### config.mk
export PLATFORM = sky130hd
export DESIGN_NAME = raster_scheduler
export DESIGN_NICKNAME = d
export VERILOG_FILES = /design/src/rtl/raster_scheduler.sv
export SDC_FILE = /design/constraint.sdc
export NUM_CORES = 1
export LEC_CHECK = 0
export CAP_MARGIN = 20
export CORE_MARGIN = 3
export CORE_UTILIZATION = 50
export DETAILED_ROUTE_END_ITERATION = 12
export PLACE_DENSITY = 0.84
export SLEW_MARGIN = 25
export SYNTH_ARGS = -nofsm -noshare
export SYNTH_HDL_FRONTEND = slang
export SYNTH_SLANG_ARGS = --single-unit
### constraint.sdc
create_clock -name clk -period 5.3 [get_ports clk]
set_input_delay 1.06 -clock clk [delete_from_list [all_inputs] [get_ports clk]]
set_output_delay 1.06 -clock clk [all_outputs]
set_load 0.01 [all_outputs]
### src/rtl/raster_scheduler.sv
// raster_scheduler: frame-level controller for the rasterizer.
// Clears the wireframe framebuffer at frame start, then hands triangles from
// the upstream queue to the rasterizer one at a time, and arbitrates the single
// framebuffer write port between the clear engine and the rasterizer.
// Optional feature macro: RASTER_SCHED_WATCHDOG_EN (adds the wdog_err port and a
// per-triangle timeout in WAIT_DONE).
module raster_scheduler #(
    parameter int WIDTH       = 64,
    parameter int HEIGHT      = 48,
    parameter int ADDR_W      = 12,
    parameter int CNT_W       = 16,
    parameter int WDOG_CYCLES = 4096
) (
    input  logic              clk,
    input  logic              n_rst,
    input  logic              frame_start,
    input  logic [CNT_W-1:0]  num_tris,
    input  logic              clear_value,
    input  logic              tri_avail,
    output logic              tri_pop,
    output logic              tri_ready,
    input  logic              r_done,
    input  logic              r_write_en,
    input  logic [ADDR_W-1:0] r_addr,
    input  logic              r_data,
    output logic              cf_ready,
    output logic              fb_write_en,
    output logic [ADDR_W-1:0] fb_addr,
    output logic              fb_data,
    output logic              busy,
    output logic              frame_done,
    output logic [CNT_W-1:0]  tri_count
`ifdef RASTER_SCHED_WATCHDOG_EN
    ,
    output logic              wdog_err
`endif
);

    localparam int NPIX = WIDTH * HEIGHT;
    localparam logic [ADDR_W-1:0] LAST_ADDR = ADDR_W'(NPIX - 1);
    localparam logic [ADDR_W:0]   NPIX_X    = (ADDR_W + 1)'(NPIX);

    // Reject parameter sets where the framebuffer cannot be addressed.
    generate
        if (((2 ** ADDR_W) < NPIX) || (WDOG_CYCLES < 1)) begin : g_param_check
            $error("raster_scheduler: invalid ADDR_W or WDOG_CYCLES");
        end
    endgenerate

    typedef enum logic [2:0] {
        S_IDLE,
        S_CLEAR,
        S_FETCH,
        S_ISSUE,
        S_WAIT_DONE,
        S_FINISH
    } state_t;

    state_t              r_state;
    state_t              w_next;
    logic [ADDR_W-1:0]   r_clr_addr;
    logic [CNT_W-1:0]    r_num;
    logic                r_clr_val;
    logic                r_done_q;
    logic [CNT_W-1:0]    r_tri_count;

    logic                w_start;
    logic                w_done_edge;
    logic                w_tri_end;
    logic                w_wr_in_range;
    logic                w_cnt_inc;
    logic [CNT_W-1:0]    w_cnt_plus;

    assign w_start       = (r_state == S_IDLE) && frame_start;
    assign w_done_edge   = r_done && !r_done_q;
    assign w_wr_in_range = ({1'b0, r_addr} < NPIX_X);
    assign w_cnt_plus    = r_tri_count + CNT_W'(1);
    assign busy          = (r_state != S_IDLE);
    assign tri_count     = r_tri_count;

`ifdef RASTER_SCHED_WATCHDOG_EN
    localparam int WD_W = $clog2(WDOG_CYCLES + 1);

    logic [WD_W-1:0]     r_wdog_cnt;
    logic                r_wdog_err;
    logic                w_timeout;

    // A triangle that never reports done is abandoned after WDOG_CYCLES cycles.
    assign w_timeout = (r_state == S_WAIT_DONE) && !w_done_edge &&
                       (r_wdog_cnt == WD_W'(WDOG_CYCLES - 1));
    assign w_tri_end = w_done_edge || w_timeout;
    assign wdog_err  = r_wdog_err;

    // Watchdog cycle counter restarts for every issued triangle; error is sticky per frame.
    always_ff @(posedge clk or negedge n_rst) begin
        if (!n_rst) begin
            r_wdog_cnt <= '0;
            r_wdog_err <= 1'b0;
        end else begin
            if (r_state == S_ISSUE) begin
                r_wdog_cnt <= '0;
            end else if (r_state == S_WAIT_DONE) begin
                r_wdog_cnt <= r_wdog_cnt + WD_W'(1);
            end
            if (w_start) begin
                r_wdog_err <= 1'b0;
            end else if (w_timeout) begin
                r_wdog_err <= 1'b1;
            end
        end
    end
`else
    assign w_tri_end = w_done_edge;
`endif

    // State register.
    always_ff @(posedge clk or negedge n_rst) begin
        if (!n_rst) begin
            r_state <= S_IDLE;
        end else begin
            r_state <= w_next;
        end
    end

    // Next-state logic and write-port arbitration; clear engine owns the port in CLEAR,
    // the rasterizer only in WAIT_DONE.
    always_comb begin
        w_next      = r_state;
        tri_pop     = 1'b0;
        tri_ready   = 1'b0;
        cf_ready    = 1'b0;
        fb_write_en = 1'b0;
        fb_addr     = '0;
        fb_data     = 1'b0;
        frame_done  = 1'b0;
        w_cnt_inc   = 1'b0;
        case (r_state)
            S_IDLE: begin
                if (frame_start) begin
                    w_next = S_CLEAR;
                end
            end
            S_CLEAR: begin
                fb_write_en = 1'b1;
                fb_addr     = r_clr_addr;
                fb_data     = r_clr_val;
                if (r_clr_addr == LAST_ADDR) begin
                    w_next = (r_num == '0) ? S_FINISH : S_FETCH;
                end
            end
            S_FETCH: begin
                if (tri_avail) begin
                    tri_pop = 1'b1;
                    w_next  = S_ISSUE;
                end
            end
            S_ISSUE: begin
                tri_ready = 1'b1;
                w_next    = S_WAIT_DONE;
            end
            S_WAIT_DONE: begin
                cf_ready = 1'b1;
                if (r_write_en && w_wr_in_range) begin
                    fb_write_en = 1'b1;
                    fb_addr     = r_addr;
                    fb_data     = r_data;
                end
                if (w_tri_end) begin
                    w_cnt_inc = 1'b1;
                    w_next    = (w_cnt_plus == r_num) ? S_FINISH : S_FETCH;
                end
            end
            S_FINISH: begin
                frame_done = 1'b1;
                w_next     = S_IDLE;
            end
            default: begin
                w_next = S_IDLE;
            end
        endcase
    end

    // Frame parameters are captured on an accepted start; clear address walks the frame.
    always_ff @(posedge clk or negedge n_rst) begin
        if (!n_rst) begin
            r_clr_addr <= '0;
            r_num      <= '0;
            r_clr_val  <= 1'b0;
        end else if (w_start) begin
            r_clr_addr <= '0;
            r_num      <= num_tris;
            r_clr_val  <= clear_value;
        end else if (r_state == S_CLEAR) begin
            r_clr_addr <= r_clr_addr + ADDR_W'(1);
        end
    end

    // Triangle counter: zeroed on frame start, wraps naturally, holds after the frame.
    always_ff @(posedge clk or negedge n_rst) begin
        if (!n_rst) begin
            r_tri_count <= '0;
        end else if (w_start) begin
            r_tri_count <= '0;
        end else if (w_cnt_inc) begin
            r_tri_count <= w_cnt_plus;
        end
    end

    // Done edge register: seeded in ISSUE so a level left high by the previous
    // triangle must fall and rise again before it counts.
    always_ff @(posedge clk or negedge n_rst) begin
        if (!n_rst) begin
            r_done_q <= 1'b0;
        end else if ((r_state == S_ISSUE) || (r_state == S_WAIT_DONE)) begin
            r_done_q <= r_done;
        end
    end

endmodule

==> impl_results.md <==
* Status: finished, final reports clean
* Top delay family on crit path: buffers and inverters
* Clk_skew at 12.47 ps
* Non-filler cells, final at 498
* Placed Instances at 490
* Crit path kind: primary input to output port
* Adder-cell share of the synthesized area at 0.008065
* Final core utilization at 0.6548
* Switch Pwr at 592.0 uW
* Vias per cell at 5.735
* Register area share after synthesis at 0.3952
* Crit-path most repeated cell: clkdlybuf4s50_1
* Min-delay worst type: register to register
* Initial core utilization at 0.5210
* # rows at 28
* Cell leakage power at 0.001655 uW
* Core area at 0.005956 sq mm
* Crit Path Max Fanout at 14
* Worst R2R Path Depth at 8
* WHS Endpoint: r_clr_val
* Largest net degree at the start of global routing at 50
* Gr ovfl total at 0
* Worst setup margin at 1473 ps
* Combinational Power Share at 0.421
* RR Endpoint: r_state[1]
* CTS tree: built
* Synth async-reset ratio at 1.000
* Clk slew on worst S/H paths at 100 ps
* Final hold viol count at 0
* Critical Path Start Type: primary input
* H-tree depth at 2
* Synth area leaders: dfrtp_1 (40%), nand2_1 (9.0%), o21ai_0 (4.5%)
* All-Layer GR Usage at 0.2102
* Clock power frac at 0.159
* Detailed-route DRC error count at 0
* Hold Buf Count CTS at 0
* Buf+Inv Stages, Crit Path at 2
* First-pass GRT wire length at 12.49 mm
* CP endpoint kind: output port
* Share of cells above drive strength 1 at 0.05201
* Antenna Nets Post-Route at 0
* CP peak stage delay at 550 ps
* Drt pass-1 iters at 4
* #FFs+latches synth at 49
* Initial antenna violation count at 0
* Area leader, netlist: dfrtp_1
* Hold Crit Start: r_clr_val
* Reg2reg setup slack at 2720 ps
* Compound-gate portion of the synthesized area at 0.1722
* Inserted Diodes at 0
* YS warnings at 0
* Sink Count at 49
* R2r startpoint: tri_count[0]
* Largest family of logic cells by synthesized area: simple AND/OR/NAND/NOR gates
* DIE AREA at 0.007187 sq mm
* RSZ-0062 raised after global routing: no
* CP cell instances: clkdlybuf4s50_1 > nand2_1 > and3_1 > a22o_1 > clkdlybuf4s50_1
* Number of enable flip-flop cells after synthesis at 0
* Multiplexer share of the synthesized area at 0.006452
* Vias in the first global route at 2590
* Net Sw Frac at 0.4101
* Synth Area in XOR/XNOR at 0.08629
* Fin. max-slew vios at 0
* Final wirelength at 7.381 mm
* Worst skew pair latency at 310 ps
* Int Pwr at 851.5 uW
* Worst Max-Slew Pin Slew at 819.3 ps
* Syn Area/Cell at 8.432 sq um
* Setup violations, final at 0
* Total CTS buffers at 5
* Critical Path AT at 2770 ps
* Iter 0 DRT Violations at 138
* Final period util at 0.7221
* Number of port buffers at 70
* Max-cap violations at 0
* Final setup TNS at 0 ps
* Mapped Nets at 406
* Peak VDD IR at 0.1789 mV
* Postcts setup bufs at 0
* Layout area overhead at 25.69%
* Post-Syn Instances at 368
* Ys flop type: dfrtp_1
* Cts repair resizes at 0
* Die W at 84.78 um
* Final nets at 460
* Via count at 2856
* Slew Limit Headroom at 0.4522
* Hold Path Cell Cnt at 2
* Max Fclk at 261.3 MHz
* Routed len/inst at 14.82 um
* Synth top area share at 0.3952
* Clock root buffer: clkbuf_8
* Simple-Gate Fraction of Synth Area at 0.2871
* CTS max path bufs at 2
* Placer's final routability congestion estimate at 0.8706
* Crit-path slowest cell: clkdlybuf4s50_1
* Ports at 71
* Place WS at 1478 ps
* Cell area after synthesis at 0.003103 sq mm
* Minimum clock period after layout at 3827 ps
* Final HPWL DP at 5.447 mm
* Count of different cell masters after synthesis at 50
* Worst Path Required at 4240 ps
* Sequential power share at 0.420
* CP startpoint: r_addr[10]
* Pwr Density at 370.1 mW/mm^2
* Vert. Die Dim at 84.78 um
state kept, by name, indices dropped and copies added (netlist names):
name	cells
r_clr_val	1
r_done_q	1
r_state	3
r_num	16
r_clr_addr	12
tri_count	16
synth_stat cells (2+ instances only):
cell and instances:
nor3_1 7, nor4_2 2, xor2_1 15, a211oi_1 3
nand2_1 74, a22o_1 13, and2_1 9, o22ai_1 3
or2_2 2, clkbuf_1 18, o31ai_1 7, a31oi_1 5
ha_1 2, or4_1 2, nor4_1 5, mux2i_1 2
dfrtp_1 49, xnor2_1 13, nor2b_1 5, a21oi_1 7
a221oi_1 2, nand2b_1 8, and3_1 7, inv_1 8
or3_1 2, o21ai_0 28, nand4_1 13, o41ai_1 2
buf_4 3, nand3_1 11, nor2_1 20, buf_2 3
cells in the final DEF, fill, tap and decap left out, types with 3 or more instances in the layout:
cell type and n:
inv_1 8, nor4_1 5, and2_1 9, xor2_1 15, buf_4 3, o21ai_0 28, a31oi_1 5, nand2_1 74
a22o_1 13, dfrtp_1 49, clkbuf_8 5, nand2b_1 8, clkdlybuf4s50_1 69, nand3_1 11, xnor2_1 13, o31ai_1 7
a21oi_1 7, nor2b_1 5, o22ai_1 3, and3_1 7, a211oi_1 3, nor2_1 20, nand4_1 13, nor3_1 7
logic make-up (layout without fill, tap and decap cells):
kind of cell | count (synthesis) | after routing
muxes | 2 | 2
buffers and inverters | 33 | 88
adders and majority gates | 2 | 2
and+or+nand+nor | 176 | 176
DFF | 49 | 49
AOI/OAI and AO/OA | 77 | 77
xor gates and xnor gates | 29 | 29
worst max-delay path by stage:
stage | end | slack [ps] | cells past startpoint
6_report | fb_addr[2] | 1470 | 5
5_1_grt | fb_addr[8] | 1280 | 5
4_1_cts | fb_addr[2] | 1480 | 5
3_5_place_dp | fb_addr[2] | 1480 | 5
3_3_place_gp | fb_write_en | 1540 | 5
2_1_floorplan | fb_addr[10] | 2430 | 4
layout make-up:
class	instances	area [sq um]
Multi-Input combinational cell	286	1743
Sequential cell	49	1226
Timing Repair Buffer	72	713.2
Inverter	8	30.03
Fill cell	534	2056
Clock inverter	3	25.02
Clock buffer	5	68.82
Tap cell	75	93.84
layer usage:
metal  wire [um]  track usage  share of wire  vias up
li1            -            -              -     1408
met1        3341       0.3077           0.45     1356
met4         132      0.05755          0.018        0
met2        3558       0.3288           0.48       79
met3         348      0.02748          0.047       13
met5           0            0              0        -
power by group through the flow:
stage | clock, uW | sequential, uW | combinational, uW
after floorplan | 0 | 551 | 453
after global routing | 246 | 626 | 683
after detailed placement | 0 | 611 | 609
final | 230 | 606 | 607
after CTS | 234 | 604 | 612
after global placement | 0 | 604 | 594
worst min-delay path, delay by kind of cell (launching register included):
kind / cells / cell delay [ps]
AND/OR/NAND/NOR: 2 / 110
flip-flops: 1 / 370
per-stage QoR:
step	cell area [sq um]	power (uW)	hold slack [ps]
after floorplan	3103	1004	446.1
after global placement	3804	1198	467.7
after detailed placement	3806	1221	476.9
after CTS	3900	1450	501.2
after global routing	3900	1555	539.6
final	3900	1444	500.6
Power figures use the tool's default switching activity.
